$ cat src/rtl/pc_fetch_ctrl_pkg.sv
// pc_fetch_ctrl_pkg
//   Shared definitions for the PC fetch stage:
//     - fetch_state_e : FSM state encoding (BOOT / RUN)
//     - PC_INC        : sequential fetch increment in bytes
//     - sext_shift2() : sign-extend a 16-bit branch immediate and scale it
//                       to a byte offset. The EX branch adder uses the same helper.
package pc_fetch_ctrl_pkg;

    typedef enum logic {
        BOOT = 1'b0,
        RUN  = 1'b1
    } fetch_state_e;

    localparam int PC_INC = 4;

    // Returns a 64-bit result so that any address width up to 64 can take
    // its own low slice. The caller truncates with a size cast.
    function automatic logic [63:0] sext_shift2(input logic [15:0] imm);
        return {{46{imm[15]}}, imm, 2'b00};
    endfunction

endpackage

$ cat src/rtl/pc_fetch_ctrl_if.sv
// pc_fetch_ctrl_if
//   Groups the signals between the PC fetch stage and its neighbours.
//   - master: hazard unit / ID / EX side. Drives stall, branch and jump info.
//             Observes the fetch address, flush and counters.
//   - slave : pc_fetch_ctrl itself.
//   Handshake: imem_req is a valid-only strobe with no ready. Whenever
//   imem_req=1, pc_out is a fetch address and the instruction memory must
//   accept it in that cycle. stall never back-pressures the memory; it only
//   holds pc_out, so the same address is presented again.
//   state_dbg exposes the FSM state for observation.
interface pc_fetch_ctrl_if #(
    parameter int WIDTH = 32
);
    import pc_fetch_ctrl_pkg::*;

    logic               stall;
    logic               branch_taken;
    logic [WIDTH-1:0]   branch_base;
    logic [15:0]        branch_offset;
    logic               jump;
    logic [25:0]        jump_index;

    logic [WIDTH-1:0]   pc_out;
    logic [WIDTH-1:0]   pc_plus4;
    logic               imem_req;
    logic               flush;
    logic [15:0]        redirect_cnt;
    fetch_state_e       state_dbg;

    modport master (
        output stall, branch_taken, branch_base, branch_offset, jump, jump_index,
        input  pc_out, pc_plus4, imem_req, flush, redirect_cnt, state_dbg
    );

    modport slave (
        input  stall, branch_taken, branch_base, branch_offset, jump, jump_index,
        output pc_out, pc_plus4, imem_req, flush, redirect_cnt, state_dbg
    );

endinterface

$ cat src/rtl/pc_fetch_ctrl_target_calc.sv
// pc_target_calc
//   Purely combinational next-PC candidate generator.
//   Inputs : pc (current PC), branch_base (PC+4 of the branch instruction),
//            branch_offset (raw 16-bit immediate), jump_index (instr[25:0]).
//   Outputs: pc_plus4, branch_target, jump_target. All are word aligned and
//            wrap modulo 2^WIDTH.
//   WIDTH must lie between 29 and 64, because the jump target keeps
//   pc_plus4 bits above 27.
module pc_target_calc
    import pc_fetch_ctrl_pkg::*;
#(
    parameter int WIDTH = 32
) (
    input  logic [WIDTH-1:0] pc,
    input  logic [WIDTH-1:0] branch_base,
    input  logic [15:0]      branch_offset,
    input  logic [25:0]      jump_index,
    output logic [WIDTH-1:0] pc_plus4,
    output logic [WIDTH-1:0] branch_target,
    output logic [WIDTH-1:0] jump_target
);

    localparam logic [WIDTH-1:0] ALIGN_MASK = ~WIDTH'(3);

    logic [WIDTH-1:0] inc_sum;
    logic [WIDTH-1:0] br_sum;

    always_comb begin
        inc_sum       = pc + WIDTH'(PC_INC);
        br_sum        = branch_base + WIDTH'(sext_shift2(branch_offset));
        // Clear the low bits so pc_out stays word aligned even if a
        // misaligned base is presented.
        pc_plus4      = inc_sum & ALIGN_MASK;
        branch_target = br_sum & ALIGN_MASK;
        jump_target   = {pc_plus4[WIDTH-1:28], jump_index, 2'b00};
    end

endmodule

$ cat src/rtl/pc_fetch_ctrl.sv
// pc_fetch_ctrl
//   PC stage of the MIPS datapath. Owns the PC register and selects the next PC.
//   Next-PC priority: taken branch > jump (if not flushing) > stall hold > PC+4.
//   Also generates the multi-cycle wrong-path flush and a saturating
//   redirect counter.
//   Ports:
//     clk, rst : clock (rising edge) and asynchronous active-high reset
//     bus      : pc_fetch_ctrl_if.slave. Carries stall, branch_taken,
//                branch_base, branch_offset, jump and jump_index in, and
//                pc_out, pc_plus4, imem_req, flush, redirect_cnt and
//                state_dbg out.
module pc_fetch_ctrl
    import pc_fetch_ctrl_pkg::*;
#(
    parameter int               WIDTH        = 32,
    parameter logic [WIDTH-1:0] RESET_PC     = '0,
    parameter int               FLUSH_CYCLES = 2
) (
    input  logic                 clk,
    input  logic                 rst,
    pc_fetch_ctrl_if.slave       bus
);

    localparam logic [2:0] FLUSH_LOAD = 3'(FLUSH_CYCLES);

    fetch_state_e     state_q, state_d;
    logic [WIDTH-1:0] pc_q, pc_d;
    logic [2:0]       flush_cnt_q, flush_cnt_d;
    logic             flush_q, flush_d;
    logic             imem_req_q, imem_req_d;
    logic [15:0]      redirect_cnt_q, redirect_cnt_d;
    logic             redirect;

    logic [WIDTH-1:0] pc_plus4;
    logic [WIDTH-1:0] branch_target;
    logic [WIDTH-1:0] jump_target;

    pc_target_calc #(
        .WIDTH (WIDTH)
    ) u_target_calc (
        .pc            (pc_q),
        .branch_base   (bus.branch_base),
        .branch_offset (bus.branch_offset),
        .jump_index    (bus.jump_index),
        .pc_plus4      (pc_plus4),
        .branch_target (branch_target),
        .jump_target   (jump_target)
    );

    always_comb begin
        state_d        = state_q;
        pc_d           = pc_q;
        flush_cnt_d    = flush_cnt_q;
        redirect_cnt_d = redirect_cnt_q;
        redirect       = 1'b0;

        // The flush counter free-runs down. stall does not pause it.
        if (flush_cnt_q != 3'd0) begin
            flush_cnt_d = flush_cnt_q - 3'd1;
        end

        unique case (state_q)
            BOOT: begin
                state_d = RUN;
            end
            RUN: begin
                if (bus.branch_taken) begin
                    // A branch in EX is older than anything in IF/ID.
                    // It beats a stall and a same-cycle jump. A new branch
                    // reloads the counter rather than adding to it.
                    pc_d        = branch_target;
                    flush_cnt_d = FLUSH_LOAD;
                    redirect    = 1'b1;
                end else if (bus.jump && !flush_q) begin
                    // A jump seen while flushing is on the wrong path.
                    pc_d     = jump_target;
                    redirect = 1'b1;
                end else if (!bus.stall) begin
                    pc_d = pc_plus4;
                end
            end
        endcase

        if (redirect && (redirect_cnt_q != 16'hFFFF)) begin
            redirect_cnt_d = redirect_cnt_q + 16'd1;
        end

        flush_d    = (flush_cnt_d != 3'd0);
        imem_req_d = (state_d == RUN);
    end

    always_ff @(posedge clk or posedge rst) begin
        if (rst) begin
            state_q        <= BOOT;
            pc_q           <= RESET_PC;
            flush_cnt_q    <= 3'd0;
            flush_q        <= 1'b0;
            imem_req_q     <= 1'b0;
            redirect_cnt_q <= 16'd0;
        end else begin
            state_q        <= state_d;
            pc_q           <= pc_d;
            flush_cnt_q    <= flush_cnt_d;
            flush_q        <= flush_d;
            imem_req_q     <= imem_req_d;
            redirect_cnt_q <= redirect_cnt_d;
        end
    end

    assign bus.pc_out       = pc_q;
    assign bus.pc_plus4     = pc_plus4;
    assign bus.imem_req     = imem_req_q;
    assign bus.flush        = flush_q;
    assign bus.redirect_cnt = redirect_cnt_q;
    assign bus.state_dbg    = state_q;

endmodule

$ cat src/flat_wrapper.sv
// flat-port wrapper written by rule: the top's interface ports become plain ports
module pc_fetch_ctrl_flat import pc_fetch_ctrl_pkg::*;
#(
    parameter int               WIDTH        = 32,
    parameter logic [WIDTH-1:0] RESET_PC     = '0,
    parameter int               FLUSH_CYCLES = 2
)
  (clk, rst, bus_stall, bus_branch_taken, bus_branch_base, bus_branch_offset, bus_jump, bus_jump_index, bus_pc_out, bus_pc_plus4, bus_imem_req, bus_flush, bus_redirect_cnt, bus_state_dbg);
  pc_fetch_ctrl_if #(.WIDTH(WIDTH)) bus_i ();
  input  logic clk;
  input  logic rst;
  input wire logic [$bits(bus_i.stall)-1:0] bus_stall;
  input wire logic [$bits(bus_i.branch_taken)-1:0] bus_branch_taken;
  input wire logic [$bits(bus_i.branch_base)-1:0] bus_branch_base;
  input wire logic [$bits(bus_i.branch_offset)-1:0] bus_branch_offset;
  input wire logic [$bits(bus_i.jump)-1:0] bus_jump;
  input wire logic [$bits(bus_i.jump_index)-1:0] bus_jump_index;
  output wire logic [$bits(bus_i.pc_out)-1:0] bus_pc_out;
  output wire logic [$bits(bus_i.pc_plus4)-1:0] bus_pc_plus4;
  output wire logic [$bits(bus_i.imem_req)-1:0] bus_imem_req;
  output wire logic [$bits(bus_i.flush)-1:0] bus_flush;
  output wire logic [$bits(bus_i.redirect_cnt)-1:0] bus_redirect_cnt;
  output wire logic [$bits(bus_i.state_dbg)-1:0] bus_state_dbg;
  assign bus_i.stall = bus_stall;
  assign bus_i.branch_taken = bus_branch_taken;
  assign bus_i.branch_base = bus_branch_base;
  assign bus_i.branch_offset = bus_branch_offset;
  assign bus_i.jump = bus_jump;
  assign bus_i.jump_index = bus_jump_index;
  assign bus_pc_out = bus_i.pc_out;
  assign bus_pc_plus4 = bus_i.pc_plus4;
  assign bus_imem_req = bus_i.imem_req;
  assign bus_flush = bus_i.flush;
  assign bus_redirect_cnt = bus_i.redirect_cnt;
  assign bus_state_dbg = bus_i.state_dbg;
  pc_fetch_ctrl #(.WIDTH(WIDTH), .RESET_PC(RESET_PC), .FLUSH_CYCLES(FLUSH_CYCLES)) u_core (.clk(clk), .rst(rst), .bus(bus_i));
endmodule
$ cat config.mk
export PLATFORM = sky130hd
export DESIGN_NAME = pc_fetch_ctrl_flat
export DESIGN_NICKNAME = d
export VERILOG_FILES = /design/src/rtl/pc_fetch_ctrl_pkg.sv /design/src/rtl/pc_fetch_ctrl_if.sv /design/src/rtl/pc_fetch_ctrl_target_calc.sv /design/src/rtl/pc_fetch_ctrl.sv /design/src/flat_wrapper.sv
export SDC_FILE = /design/constraint.sdc
export NUM_CORES = 1
export LEC_CHECK = 0
export CAP_MARGIN = 20
export CORE_MARGIN = 4
export CORE_UTILIZATION = 45
export DETAILED_ROUTE_END_ITERATION = 6
export PLACE_DENSITY = 0.79
export SETUP_SLACK_MARGIN = 0.15
export SYNTH_ARGS = -nofsm -noshare
export SYNTH_HDL_FRONTEND = slang
export SYNTH_SLANG_ARGS = --single-unit
export TNS_END_PERCENT = 20
$ cat constraint.sdc
create_clock -name clk -period 2.9 [get_ports clk]
set_input_delay 0.58 -clock clk [delete_from_list [all_inputs] [get_ports clk]]
set_output_delay 0.58 -clock clk [all_outputs]
set_load 0.01 [all_outputs]
Word level (Yosys, flattened, before mapping). Index checks and enable logic that the tools add are counted.

Bits in registers: 53. Word-level logic and storage cells: 26.

Add/subtract/negate cells: 4. Equal/unequal tests: 2. Multiplexer cells: 9. Reduce and logical (&&, ||, !) cells: 6.

Operator list (number): $mux W32 (3); $add A32 B3 Y32 const B (1); $add A32 B32 Y32 (1); $add A16 B1 Y16 const B (1); $ne A16 B16 Y1 const B (1); $mux W3 (3); $reduce_bool A3 Y1 (2); $mux W1 (3); $ne A3 B1 Y1 const B (1); $sub A3 B1 Y3 const B (1); $logic_and A1 B1 Y1 (2); $reduce_and A2 Y1 (1); $logic_not A1 Y1 (1).

Logic depth before layout (Yosys ltp).
Depth after elaboration: 6. Depth in mapped cells: 10.

Cells and area by module. Synthesis repeated with hierarchy kept, for this count alone.

Cells, all modules: 604. Area total of the unflattened synthesis: 5282.6 um^2.

By module, submodules not included: pc_fetch_ctrl (instances 1, cells each 270, area each 2910.3 um^2); pc_target_calc (instances 1, cells each 334, area each 2372.3 um^2).

Worst setup path after synthesis. No wires, ideal clock.

Path kind: input to register. Start point: input bus_branch_offset[0]. End point: register u_core.pc_q[24], in the netlist u_core.bus.pc_out[24]. Library setup time: 0.138 ns. Data arrival time: 2.816 ns. Data required time: 2.762 ns. Setup slack: -0.055 ns. Stages: 10. Path through: ha_1 fa_1 a211oi_2 o21bai_2 o2111ai_1 o211ai_1 a221o_1 a41oi_1 xor2_1 a21oi_1.

Cells in the longest elaborated chain, start to end: 2.

RTL lines: from (decl) (line flat_wrapper.sv:15) `input wire logic [$bits(bus_i.branch_offset)-1:0] bus_branch_offset;`; $add A32 B32 Y32 (line pc_fetch_ctrl_target_calc.sv:30) `br_sum = branch_base + WIDTH'(sext_shift2(branch_offset));`; $mux W32 (line pc_fetch_ctrl.sv:67) `if (bus.branch_taken) begin`; to (signal assigned) (line pc_fetch_ctrl.sv:102) `pc_q <= pc_d;`; to (decl) (line pc_fetch_ctrl.sv:27) `logic [WIDTH-1:0] pc_q, pc_d;`.

Every way passes these cells. A chain may end at the register's enable or synchronous reset.

Final worst setup path.
Start point: register u_core.pc_q[2], in the netlist u_core.bus.pc_out[2]. End point: output bus_pc_plus4[30].

Cells in the longest elaborated chain, start to end: 1.

RTL lines: $add A32 B3 Y32 (line pc_fetch_ctrl_target_calc.sv:29) `inc_sum = pc + WIDTH'(PC_INC);`; to (decl) (line flat_wrapper.sv:19) `output wire logic [$bits(bus_i.pc_plus4)-1:0] bus_pc_plus4;`.

Every way passes these cells.

==> impl_metrics.tcl <==
set metrics [dict create \
    status "finished clean" \
    mostFrequentLayoutCell "buf_4" \
    clk_pin_slew_ns 0.09 \
    slowest_delay_ns 0.42 \
    met3_usage_pct 3.70 \
    grtUsageMet1_pct 33.4 \
    drtIter0Drc 355 \
    path_cells "ha_2 > nand2_4 > nor4_4 > buf_4 > and3_4 > and3_4 > xor2_1 > buf_2" \
    start_util_pct 46.5 \
    first_pass_iters 5 \
    ys_seq_area_share_pct 26.4 \
    vdd_ir_drop_max_mv 0.307 \
    grt-ovfl-total 0 \
    cts_tree "built" \
    core_area_um2 10400 \
    pwr_density_cell_nw_per_um2 520 \
    ant_nets 0 \
    endpoint_kind "output port" \
    cp_common_cell "and3_4" \
    max_freq_mhz 360 \
    slew_headroom_pct 57.6 \
    hold_viol_final 0 \
    design.die.area_um2 12500 \
    async_reset_ff_share_pct 100 \
    final_cells 997 \
    grt_first_pass_wirelength_mm 27.5 \
    rsz0062_at_grt "yes" \
    ys_types 67 \
    die_height_um 112 \
    post-route-drc-count 0 \
    period_share_pct 95.8 \
    cts_made_buffers 5 \
    timing.hold.ws_ns 0.505 \
    drt-total-wl_mm 19.2 \
    cp_num_buf_inv 2 \
    synth_edf_count 0 \
    drive_gt1_share_pct 28.0 \
    cts_max_path_buffers 2 \
    hold_class "flop to flop" \
    vias 5875 \
    grt_max_degree 37 \
    io_pins 162 \
    cts_num_sinks 51 \
    diodes 0 \
    clk_latency_ns 0.31 \
    maxCapViolCount 0 \
    dp.cells 970 \
    power_uw 4210 \
    setup-violations-final 0 \
    synth_warnings 0 \
    grtUsageTotal_pct 26.6 \
    synth_seq_cells 51 \
    crit_type "flop to output port" \
    critPathLaunchType "flop" \
    num-nets-final 973 \
    routabilityCongestion 0.903 \
    tightestPinTransition_ns 0.633 \
    hpwl_mm 13.8 \
    die_w_um 112 \
    rows 37 \
    cts-htree-levels 2 \
    root_buffer "clkbuf_8" \
    fin_crit_ns 2.78 \
    synth_cells 593 \
    crit_family "simple AND/OR/NAND/NOR gates" \
    mostFrequentLayoutCells "buf_4 (123), clkdlybuf4s50_1 (99), nand2_1 (61)" \
    routedWlPerCell_um 19.2 \
    antenna_found_initial 0 \
    cp.required_ns 2.32 \
    leakage_uw 0.00370 \
    syn_area_um2 4840 \
    synthToLayoutAreaGrowth_pct 67.1 \
    maxSlewViolCount 0 \
    worstPathMaxFanout 3 \
    portBuffers 155 \
    finalWorstSetupSlack_ns 0.123 \
    worstPathArrival_ns 2.20 \
    vias_per_cell 5.89 \
    pre_cts_ws_ns -0.484 \
    ys.flop_type "dfrtp_1" \
    fin_skew_ns 0.00465 \
    first_global_vias 5513 \
    avgSynthCellArea_um2 8.16 \
    cp_slowest_cell "dfrtp_1" \
    busiest_layer "met2" \
    globalRouteMet2Util_pct 46.3 \
]
power breakdown:
part / leakage (uW) / switching, uW / internal [uW]
sequential: 0.000629 / 206 / 894
combinational: 0.00300 / 1230 / 1300
clock: 0.0000654 / 242 / 345
synth_stat cells, types with 10 or more instances:
library cell | n | area (um^2)
xnor2_1 | 44 | 385
ha_1 | 33 | 413
inv_1 | 10 | 37.5
clkbuf_1 | 13 | 48.8
o21ai_0 | 45 | 225
nor3_1 | 17 | 85.1
nor2_1 | 56 | 210
xor2_1 | 22 | 193
and3_1 | 11 | 68.8
a21oi_1 | 53 | 265
dfrtp_1 | 51 | 1280
nand2_1 | 63 | 236
nand3_1 | 28 | 140
per-layer routing:
| metal | share of wire (%) | wire length [um] |
|---|---|---|
| met3 | 8.0 | 1540 |
| met2 | 49 | 9360 |
| met4 | 4.4 | 836 |
| met5 | 0 | 0 |
| met1 | 39 | 7460 |
flip-flops by register name, indices dropped and copies added (netlist names):
signal and flops:
u_core.bus.state_dbg 1, u_core.bus.flush 1, u_core.bus.redirect_cnt 16, u_core.bus.pc_out 30, u_core.flush_cnt_q 3
final timing paths:
| kind | from | endpoint | slack (ns) | cells past startpoint |
|---|---|---|---|---|
| max in group asynchronous | rst | u_core.bus.pc_out[4] | 1.72 | 3 |
| worst max register to register | u_core.bus.redirect_cnt[2] | u_core.bus.redirect_cnt[7] | 0.45 | 8 |
| worst max-delay path | u_core.bus.pc_out[2] | bus_pc_plus4[30] | 0.12 | 8 |
| worst min register to register | u_core.bus.redirect_cnt[8] | u_core.bus.redirect_cnt[8] | 0.51 | 1 |
| min in group asynchronous | rst | u_core.bus.redirect_cnt[7] | 0.64 | 2 |
| worst min-delay path | u_core.bus.redirect_cnt[8] | u_core.bus.redirect_cnt[8] | 0.51 | 1 |
through the flow:
step / setup TNS [ns] / utilization [%] / area [um^2]
2_1_floorplan: 0 / - / 4870
3_3_place_gp: -4.69 / 69.6 / 7250
3_5_place_dp: -6.04 / 69.6 / 7250
4_1_cts: 0 / 72.9 / 7590
5_1_grt: 0 / 77.7 / 8090
6_report: 0 / 77.7 / 8090
cell families after synthesis:
| logic type | share of synthesized area [%] |
|---|---|
| buf+inv | 4.68 |
| simple gates | 22.1 |
| xor+xnor | 11.9 |
| mux | 2.35 |
| fa+ha+maj | 8.94 |
| compound gates | 23.5 |
| other cells | 0.155 |
| flops | 26.4 |
layout make-up:
type                            count  area, um^2
Multi-Input combinational cell    506        3890
Sequential cell                    51        1280
Inverter                           11        41.3
Tap cell                          136         170
Clock buffer                        6        72.6
Fill cell                         685        2320
Clock inverter                      2        60.1
Timing Repair Buffer              285        2580
repair_timing:
item / CTS / global route
hold buffers: 0 / 0
gates resized for setup: 87 / 96
setup buffers: 8 / 11
setup endpoints to repair: 38 / 31
pin swaps: 28 / 48
(Power assumes the default switching activity.)
